File: config.mk
export PLATFORM = sky130hd
export DESIGN_NAME = values_load
export DESIGN_NICKNAME = d
export VERILOG_FILES = /design/src/rtl/values_load_pkg.sv /design/src/rtl/values_load_button_edge_detect.sv /design/src/rtl/values_load.sv
export SDC_FILE = /design/constraint.sdc
export NUM_CORES = 1
export LEC_CHECK = 0
export BUFFER_PORTS_ARGS = -buffer_cell sky130_fd_sc_hd__buf_2
export CORE_AREA = 2 2 77 42
export DETAILED_ROUTE_END_ITERATION = 7
export DIE_AREA = 0 0 79 44
export PLACE_DENSITY = 0.73
export REMOVE_ABC_BUFFERS = 1
export SETUP_SLACK_MARGIN = 0.5
export SYNTH_ARGS = -nofsm -noshare
export SYNTH_HDL_FRONTEND = slang
export SYNTH_SLANG_ARGS = --single-unit
File: constraint.sdc
create_clock -name i_clock -period 1.1 [get_ports i_clock]
set_input_delay 0.22 -clock i_clock [delete_from_list [all_inputs] [get_ports i_clock]]
set_output_delay 0.22 -clock i_clock [all_outputs]
set_load 0.005 [all_outputs]
File: src/rtl/values_load_pkg.sv
// Shared constants for the operand/opcode capture stage.
package values_load_pkg;

    // Push-button bit positions within i_buttons
    localparam int unsigned BTN_DATA_A    = 0;
    localparam int unsigned BTN_DATA_B    = 1;
    localparam int unsigned BTN_OPERATION = 2;
    localparam int unsigned NB_BUTTONS    = 3;

    // Default data-path widths
    localparam int unsigned NB_INPUTS  = 8;
    localparam int unsigned NB_OUTPUTS = 8;
    localparam int unsigned NB_OP      = 6;

endpackage : values_load_pkg

File: src/rtl/values_load_button_edge_detect.sv
// Per-bit two-flop synchronizer followed by a history flop; emits a
// one-cycle pulse on each rising edge of an asynchronous level input.
module button_edge_detect #(
    parameter int unsigned NB = 3
) (
    input  logic          i_clock,
    input  logic          i_reset,
    input  logic [NB-1:0] i_level,
    output logic [NB-1:0] o_pulse
);

    logic [NB-1:0] s1;
    logic [NB-1:0] s2;
    logic [NB-1:0] s3;

    // Synchronize the raw levels and keep one cycle of history
    always_ff @(posedge i_clock or negedge i_reset) begin
        if (!i_reset) begin
            s1 <= '0;
            s2 <= '0;
            s3 <= '0;
        end else begin
            s1 <= i_level;
            s2 <= s1;
            s3 <= s2;
        end
    end

    // Rising edge only: a held button gives one pulse, a release gives none
    always_comb begin
        o_pulse = s2 & ~s3;
    end

endmodule : button_edge_detect

File: src/rtl/values_load.sv
// Operand/opcode capture stage in front of the ALU: loads the switch bank
// into operand A, operand B or the opcode register on a button press.
module values_load #(
    parameter int unsigned NB_INPUTS  = values_load_pkg::NB_INPUTS,
    parameter int unsigned NB_OUTPUTS = values_load_pkg::NB_OUTPUTS,
    parameter int unsigned NB_OP      = values_load_pkg::NB_OP
) (
    input  logic                         i_clock,
    input  logic                         i_reset,
    input  logic [2:0]                   i_buttons,
    input  logic [NB_INPUTS-1:0]         i_switches,
    output logic signed [NB_OUTPUTS-1:0] o_data_a,
    output logic signed [NB_OUTPUTS-1:0] o_data_b,
    output logic [NB_OP-1:0]             o_operation
);

    import values_load_pkg::*;

    logic [NB_BUTTONS-1:0]         load;
    logic signed [NB_OUTPUTS-1:0]  data_next;
    logic [NB_OP-1:0]              op_next;

    button_edge_detect #(
        .NB(NB_BUTTONS)
    ) u_edge (
        .i_clock (i_clock),
        .i_reset (i_reset),
        .i_level (i_buttons),
        .o_pulse (load)
    );

    generate
        if (NB_OUTPUTS > NB_INPUTS) begin : g_data_sext
            // Widen the operand by replicating the switch sign bit
            always_comb begin
                data_next = {{(NB_OUTPUTS-NB_INPUTS){i_switches[NB_INPUTS-1]}}, i_switches};
            end
        end else begin : g_data_trunc
            // Keep the low operand bits of the switch bank
            always_comb begin
                data_next = i_switches[NB_OUTPUTS-1:0];
            end
        end

        if (NB_OP > NB_INPUTS) begin : g_op_zext
            // Opcode is unsigned: pad the top with zeros
            always_comb begin
                op_next = {{(NB_OP-NB_INPUTS){1'b0}}, i_switches};
            end
        end else begin : g_op_trunc
            // Opcode takes the low switch bits
            always_comb begin
                op_next = i_switches[NB_OP-1:0];
            end
        end
    endgenerate

    // Capture registers: each loads on its own pulse, no priority between them
    always_ff @(posedge i_clock or negedge i_reset) begin
        if (!i_reset) begin
            o_data_a    <= '0;
            o_data_b    <= '0;
            o_operation <= '0;
        end else begin
            if (load[BTN_DATA_A]) begin
                o_data_a <= data_next;
            end
            if (load[BTN_DATA_B]) begin
                o_data_b <= data_next;
            end
            if (load[BTN_OPERATION]) begin
                o_operation <= op_next;
            end
        end
    end

endmodule : values_load

-- Word level (Yosys, flattened, before mapping)
Cells that the tools add are included.
- register bits after elaboration: 31
- output and inout bits: 22
- logic and storage cells: 8
- bitwise logic cells: 2
- operators by type and width (kind ; number):
    3-bit AND ; 1
    3-bit NOT ; 1

-- Logic depth before layout (Yosys ltp)
Gate-level depths: netlist of the first run.
- depth after elaboration: 2
- mapped depth: 3

-- By module
A second synthesis of the first run with hierarchy kept.
- cells, all modules: 59
- area total of the unflattened synthesis: 1181.1 sq um
- by module, submodules not included (module ; instances ; cells each ; area an instance (sq um) ; seq. area each (sq um)):
    values_load ; 1 ; 47 ; 914.6 ; 550.5
    button_edge_detect ; 1 ; 12 ; 266.5 ; 225.2

-- Worst setup path after synthesis of the first run
No wires, ideal clock.
- path type: reg2reg
- from: register u_edge.s3[0]
- to: register o_data_a[0]
- data arrival time: 914 ps
- slack: 61 ps
- stages on the path, launching flop included: 4
- period minus slack after synthesis: 1039 ps
- cells stage by stage: dfrtp_1 > nor2b_4 > buf_6 > mux2_4
- longest elaborated chain between the ends: 2
- RTL lines (item ; line ; RTL):
    start: declaration ; values_load_button_edge_detect.sv:14 ; logic [NB-1:0] s3;
    start signal: assignment ; values_load_button_edge_detect.sv:21 ; s3 <= '0;
    start signal: assignment ; values_load_button_edge_detect.sv:25 ; s3 <= s2;
    3-bit NOT ; values_load_button_edge_detect.sv:31 ; o_pulse = s2 & ~s3;
    3-bit AND ; values_load_button_edge_detect.sv:31 ;
    end signal: assignment ; values_load.sv:66 ; o_data_a <= data_next;
    end: declaration ; values_load.sv:12 ; output logic signed [NB_OUTPUTS-1:0] o_data_a,
No other way between the ends.
A chain may end at the register's enable or synchronous reset.

-- Worst setup path in the final report of the first run
- from: register u_edge.s3[0]
- to: register o_data_a[5]
The elaborated chain is that of the path after synthesis.

==> results of run 1 <==
-- layer usage --
metal / vias up / GRT usage (%)
met5: - / 0
met4: 0 / 5.17
met3: 0 / 5.63
met2: 26 / 18.6
met1: 329 / 20.4
li1: 315 / -
-- timing repair --
item                                   4_1_cts  5_1_grt
endpoints found under the hold margin       13       13
cloned                                       0        0
setup endpoints to repair                   44       44
buffers inserted                            10        6
-- path summary, 6_finish.rpt --
check                              from        endpoint  slack [ns]  cells after the start
max                        u_edge.s3[0]     o_data_a[5]        0.03                      3
min                             i_reset  o_operation[4]       -0.17                      1
max reg2reg                u_edge.s3[0]     o_data_a[5]        0.03                      3
min reg2reg                u_edge.s1[0]    u_edge.s2[0]        0.36                      0
max in group asynchronous       i_reset    u_edge.s1[0]        0.86                      2
min in group i_clock       i_buttons[2]    u_edge.s1[2]        0.05                      1
-- stage by stage --
stage / total power [uW] / utilization [%]
final: 2870 / 57.8
after global routing: 3030 / 57.8
after CTS: 2870 / 56.2
after detailed placement: 1810 / 49.9
after global placement: 1800 / 49.9
after floorplan: 1590 / -
-- kinds of logic (layout without fill, tap and decap cells) --
group | after synthesis | count (layout) | synth area share, %
buf+inv | 3 | 61 | 2.86
flops | 31 | 31 | 65.7
mux | 22 | 22 | 28.0
simple gates | 3 | 3 | 3.50
-- layout make-up --
class	instances	area, sq um
Fill cell	245	1200
Sequential cell	31	776
Multi-Input combinational cell	25	372
Timing Repair Buffer	53	338
Clock buffer	7	96.3
Tap cell	40	50.0
Clock inverter	1	7.51
-- cells in the final DEF (no fill, tap or decap), drive strengths merged --
master and n:
buf 53, clkbuf 7, clkinvlp 1, dfrtp 31
mux2 22, nand2b 2, nor2b 1
-- worst max-delay path: cells and delay by family (launching register included) --
kind | cells | cell delay, ns
multiplexers | 1 | 0.29
flip-flops | 1 | 0.39
AND/OR/NAND/NOR | 1 | 0.14
buffers and inverters | 1 | 0.14
-- where the power goes --
group	switching (uW)	internal (uW)	leakage, uW
clock network	402	568	0.0000505
logic	171	383	0.000443
registers	71.1	1280	0.000362
-- flip-flops by register name, summed over array words and instances, names as in the netlist --
signal / flops
u_edge.s3: 3
o_operation: 6
o_data_a: 8
u_edge.s2: 3
u_edge.s1: 3
o_data_b: 8
==> reports/summary.log, run 1 <==
INFO  pwr            vdd.ir_drop.worst=1.18mV
INFO  sta            fin_tns_setup=0ns
INFO  pwr            power_density=1750mW/mm^2
INFO  sta            final_max_slew_viol_count=0
INFO  cts            tritoncts_clock_tree=done
INFO  sta            setup_viol=0
INFO  synth          synthesis.yosys.warnings=0
INFO  setup_path     cp_data_arrival_time=1.23ns
INFO  place          dp_cells=133
INFO  cts            numCtsBuffers=5
INFO  worst_hold_path worst_hold_path_type=in -> async
INFO  setup_path     worst_setup_path_end_kind=register
INFO  drt            wl_per_cell=13.2um
INFO  drt            wl_met1=1080um
INFO  synth          synthDistinctLibCells=5
INFO  sta            relSlewSlack=77.9%
INFO  place          detailed_place_hpwl=1440um
INFO  sta            timing.final.ws_setup=0.0276ns
INFO  synth          yosys.cell_count.top_type=dfrtp_1
INFO  synth          synth_edf_count=0
INFO  pwr            leakagePower=0.000855uW
INFO  cts            clk-insertion-delay-late=0.28ns
INFO  synth          post_synth_top_area_cell=dfrtp_1
INFO  layout         layout-area-overhead-vs-synth=38.8%
INFO  floorplanning  core=0.00284sqmm
INFO  sta            finalCriticalPeriod=1.07ns
INFO  sta            finalHoldViolCount=13
INFO  drt            detail_route.iter0.violations=8
INFO  drt            residual_drc=0
INFO  flow_run       drv_cap=0
INFO  drt            post_drt_via_cell_ratio=4.27
INFO  setup_path     cp_cell_sequence=nor2b_4 > buf_12 > mux2_4
INFO  drt            num_vias=670
INFO  synth          ys_top_cells_by_area=dfrtp_1 (66%), mux2_4 (28%), buf_6 (2.9%)
INFO  setup_path     setup.worst_path.class=reg -> reg
INFO  setup_path     cp_slowest_stage_delay=0.39ns
INFO  floorplanning  die_h=44um
INFO  setup_path     cp.required=1.26ns
INFO  sta            whs=-0.166ns
INFO  sta            fmax=932MHz
INFO  cts            cts_root_buf=clkbuf_8
INFO  grt            largest_net_degree_at_the_start_of_global_routing=19
INFO  floorplanning  fp.dieArea=0.00348sqmm
INFO  drt            highest-signal-layer=met3
INFO  synth          syn-mean-instance-area=20.0squm
INFO  floorplanning  start_util=41.6%
INFO  place          routabilityCongestion=0.641
INFO  synth          ys_ff_latch=31
INFO  place          dpl_worst_slack=0.0234ns
INFO  layout         count_of_antenna_diodes_in_the_layout=0
INFO  cts            worst_setup_hold_path_clk_slew=0.07ns
INFO  setup_path     critPathSlowestCell=dfrtp_1
INFO  layout         final_area=0.00164sqmm
INFO  cts            cts_repair_resize_count=0
INFO  place          placedInstanceArea=0.00142sqmm
INFO  cts            clock_path_buffers=2
INFO  grt            grt_pass1_vias=675
INFO  synth          synth_top_cell_area_share=65.7%
INFO  synth          synth_cells=59
INFO  synth          async_reset_ff_share=100%
INFO  sta            rsz0062_at_grt=yes
INFO  floorplanning  top_level_ports=35
INFO  synth          synthFlopType=dfrtp_1
INFO  drt            antenna_violation_net_count_after_detailed_routing=0
INFO  sta            worst_slew_pin_tran=0.332ns
INFO  outcome        violations=hold timing
INFO  sta            worst_clock_skew=0.00675ns
INFO  place          io_buffer_count=34
INFO  outcome        outcome=finished with violations
INFO  setup_path     setup.worst_path.start_class=register
INFO  layout         design.final.nets=129
INFO  setup_path     crit_fanout=6
INFO  drt            wirelength=2070um
INFO  grt            grt.overflow.total=0
INFO  grt            grt.total_usage=14.0%
INFO  grt            grt_antenna_before_repair=0
INFO  cts            count_of_clock_tree_sinks=31
INFO  sta            fin_crit_sh=97.5%
INFO  drt            firstDrtPassIters=4
INFO  drt            detailroute.wirelength.met3=170um
INFO  layout         fin_cells=157
INFO  synth          synth_common_cells=dfrtp_1 (31), mux2_4 (22), buf_6 (3), nand2b_4 (2), nor2b_4 (1)
INFO  grt            grt_first_pass_wirelength=3370um
INFO  synth          mappedNetlistArea=0.00118sqmm
INFO  drt            wl_met2=813um
INFO  cts            htree_num_levels=2
INFO  floorplanning  die_width=79um
INFO  synth          yosysSeqAreaShare=65.7%
INFO  layout         drive_above_1_share=73.5%
INFO  floorplanning  core.rowCount=14
No activity file was read; power rests on OpenSTA's default activity.
==> run 2, diff against run 1 <==
--- a/config.mk
+++ b/config.mk
@@ -9,8 +9,8 @@
 export CORE_AREA = 2 2 77 42
 export DETAILED_ROUTE_END_ITERATION = 7
 export DIE_AREA = 0 0 79 44
+export MAX_ROUTING_LAYER = met4
 export PLACE_DENSITY = 0.73
-export REMOVE_ABC_BUFFERS = 1
 export SETUP_SLACK_MARGIN = 0.5
 export SYNTH_ARGS = -nofsm -noshare
 export SYNTH_HDL_FRONTEND = slang
==> run 2 against run 1 <==
  * Utilization down 0.088 points
  * Flip-flop and latch count unchanged
  * Global-route usage up 0.70 points
  * Total power down 2.7%
  * Die area stayed put
  * The flow still finishes with violations (hold timing)
  * Combinational power up 4.7%
  * Worst hold slack gained 0.12 ns
  * Critical path depth unchanged
==> reports/summary.log, run 2 (same netlist as run 1, synthesis figures left out) <==
INFO  layout         layout_commonest_cell=buf_2
INFO  layout         layout-area-overhead-vs-synth=38.6%
INFO  setup_path     crit_buf_inv=1 [unchanged]
INFO  pwr            vdd.ir_drop.worst=0.895mV [-24%]
INFO  outcome        outcome=finished with violations
INFO  drt            detail_route.iter0.violations=19 [+11]
INFO  setup_path     worst-r2r-setup-slack=0.03ns [about the same]
INFO  cts            cts_root_buf=clkbuf_8
INFO  sta            rsz0062_at_grt=yes
INFO  cts            count_of_clock_tree_sinks=31 [unchanged]
INFO  setup_path     cp_data_arrival_time=1.23ns [about the same]
INFO  sta            fmax=934MHz [+0.14%]
INFO  floorplanning  fp.dieArea=0.00348sqmm [unchanged]
INFO  drt            num_vias=677 [+1.0%]
INFO  grt            grt.overflow.total=0 [unchanged]
INFO  cts            numCtsBuffers=5 [unchanged]
INFO  grt            globalRouteMet3Util=5.63% [unchanged]
INFO  cts            htree_num_levels=2 [unchanged]
INFO  pwr            power_density=1710mW/mm^2 [-2.5%]
INFO  outcome        violations=hold timing
INFO  sta            fin_crit_sh=97.4% [-0.14 points]
INFO  sta            finalHoldViolCount=31 [+18]
INFO  floorplanning  die_h=44um [unchanged]
INFO  setup_path     cp.required=1.26ns [about the same]
INFO  setup_path     critical-path-top-delay-family=flip-flops
INFO  floorplanning  core.rowCount=14 [unchanged]
INFO  setup_path     worst_setup_path_end_kind=register
INFO  layout         top_regs=o_data_a (8), o_data_b (8), o_operation (6)
INFO  place          dpl_worst_slack=0.0253ns [+0.00185 ns]
INFO  sta            final_max_slew_viol_count=0 [unchanged]
INFO  setup_path     setup.worst_path.start_class=register
INFO  setup_path     cp_cell_sequence=nor2b_4 > buf_12 > mux2_4
INFO  place          detailed_place_hpwl=1370um [-4.8%]
INFO  drt            firstDrtPassIters=2 [-2]
INFO  pwr            total_power=2790uW [-2.7%]
INFO  layout         utilization=57.7% [-0.088 points]
INFO  setup_path     r2r.worst_path.cells=3 [unchanged]
INFO  sta            worst_clock_skew=0.00771ns [+0.000962 ns]
INFO  setup_path     r2r-end=o_data_a[4]
INFO  layout         count_of_antenna_diodes_in_the_layout=0 [unchanged]
INFO  sta            setup_viol=0 [unchanged]
INFO  place          routabilityCongestion=0.665 [+3.9%]
INFO  sta            relSlewSlack=74.5% [-3.4 points]
INFO  layout         mostFrequentLayoutCells=buf_2 (34), dfrtp_1 (31), mux2_4 (22)
INFO  drt            post_drt_via_cell_ratio=4.26 [-0.23%]
INFO  cts            clk-insertion-delay-late=0.27ns [about the same]
INFO  floorplanning  die_width=79um [unchanged]
INFO  worst_hold_path worst_hold_path_type=in -> async
INFO  setup_path     crit_fanout=8 [+2]
INFO  drt            antenna_violation_net_count_after_detailed_routing=0 [unchanged]
INFO  layout         design.final.nets=132 [+2.3%]
INFO  grt            globalRoute.busiestLayer=met2
INFO  drt            wl_per_cell=13.3um [+0.84%]
INFO  sta            finalCriticalPeriod=1.07ns [-0.00152 ns]
INFO  grt            grt_util_met1=18.5% [-1.9 points]
INFO  grt            grt.total_usage=14.7% [+0.70 points]
INFO  setup_path     cp_slowest_stage_delay=0.39ns [about the same]
INFO  layout         drive_above_1_share=73.9% [+0.45 points]
INFO  floorplanning  top_level_ports=35 [unchanged]
INFO  setup_path     critical_path.reg2reg.startpoint=u_edge.s3[0]
INFO  drt            residual_drc=0 [unchanged]
INFO  grt            grt_antenna_before_repair=0 [unchanged]
INFO  sta            worst_slew_pin_tran=0.382ns [+0.0506 ns]
INFO  sta            whs=-0.0477ns [+0.119 ns]
INFO  flow_run       drv_cap=0 [unchanged]
INFO  drt            wirelength=2110um [+2.1%]
INFO  layout         fin_cells=159 [+1.3%]
INFO  cts            clock_path_buffers=2 [unchanged]
INFO  setup_path     setup.worst_path.class=reg -> reg
INFO  floorplanning  core=0.00284sqmm [unchanged]
INFO  cts            tritoncts_clock_tree=done
INFO  synth          postSynthNetCount=72
INFO  setup_path     critPathSlowestCell=dfrtp_1
INFO  grt            grt_first_pass_wirelength=3490um [+3.5%]
INFO  grt            largest_net_degree_at_the_start_of_global_routing=32 [+13]
INFO  place          dp_cells=132 [-0.75%]
INFO  cts            worst_setup_hold_path_clk_slew=0.06ns [about the same]
INFO  floorplanning  start_util=41.6% [unchanged]
INFO  grt            grt.met2_usage=21.0% [+2.4 points]
INFO  grt            grt_pass1_vias=729 [+8.0%]
INFO  pwr            leakagePower=0.000862uW [+0.85%]
INFO  place          io_buffer_count=34 [unchanged]
INFO  sta            timing.final.ws_setup=0.0291ns [+0.00152 ns]
run 2: changes by cell type in the layout (fill, tap and decap cells not counted), sizes merged:
cell | previous run | this run
buf | 53 | 56
clkbuf | 7 | 6
clkinv | 0 | 1
clkinvlp | 1 | 0
run 2: through the flow:
stage               setup TNS [ns]  hold WS, ns  instance area, sq um
floorplan                        0      -0.0756                  1180
CTS                              0      -0.0444                  1590
global placement                 0        0.241                  1400
detailed placement               0        0.258                  1400
finish                           0      -0.0477                  1640
global route              -0.00405      -0.0304                  1640
run 2: power breakdown:
part           internal [uW]  total [uW]  switching [uW]  leakage [uW]
clock network            489         867             378     0.0000470
logic                    398         580             181      0.000453
registers               1280        1350            71.2      0.000362
total                   2160        2790             630      0.000862
run 2: how the worst max path moves through the flow:
stage / startpoint / end / slack, ns / cells after the start
after floorplan: u_edge.s3[0] / o_data_a[0] / 0.06 / 3
after global placement: u_edge.s3[0] / o_data_a[5] / 0.04 / 3
after detailed placement: u_edge.s3[0] / o_data_a[4] / 0.03 / 3
after CTS: u_edge.s3[0] / o_data_a[2] / 0.02 / 3
after global routing: u_edge.s3[0] / o_data_a[2] / -0.003 / 3
final: u_edge.s3[0] / o_data_a[4] / 0.03 / 3
run 2: what timing repair did:
item | 4_1_cts | 5_1_grt
resized for setup | 0 | 1
setup buffers | 14 | 6
endpoints found under the setup margin | 44 | 45
gates cloned | 0 | 0
hold endpoints to repair | 31 | 31
pin swaps | 0 | 0
run 2: cell type report:
class	instances	area [sq um]
multi-input combinational	25	372
timing repair buffer	56	352
fill	238	1200
clock inverter	1	5.00
tap	40	50.0
sequential	31	776
clock buffer	6	82.6
run 2: metal layers:
layer  up-vias  wire length [um]
met4         0                17
li1        315                 -
met1       337               989
met5         -                 0
met3         3               134
met2        22               971
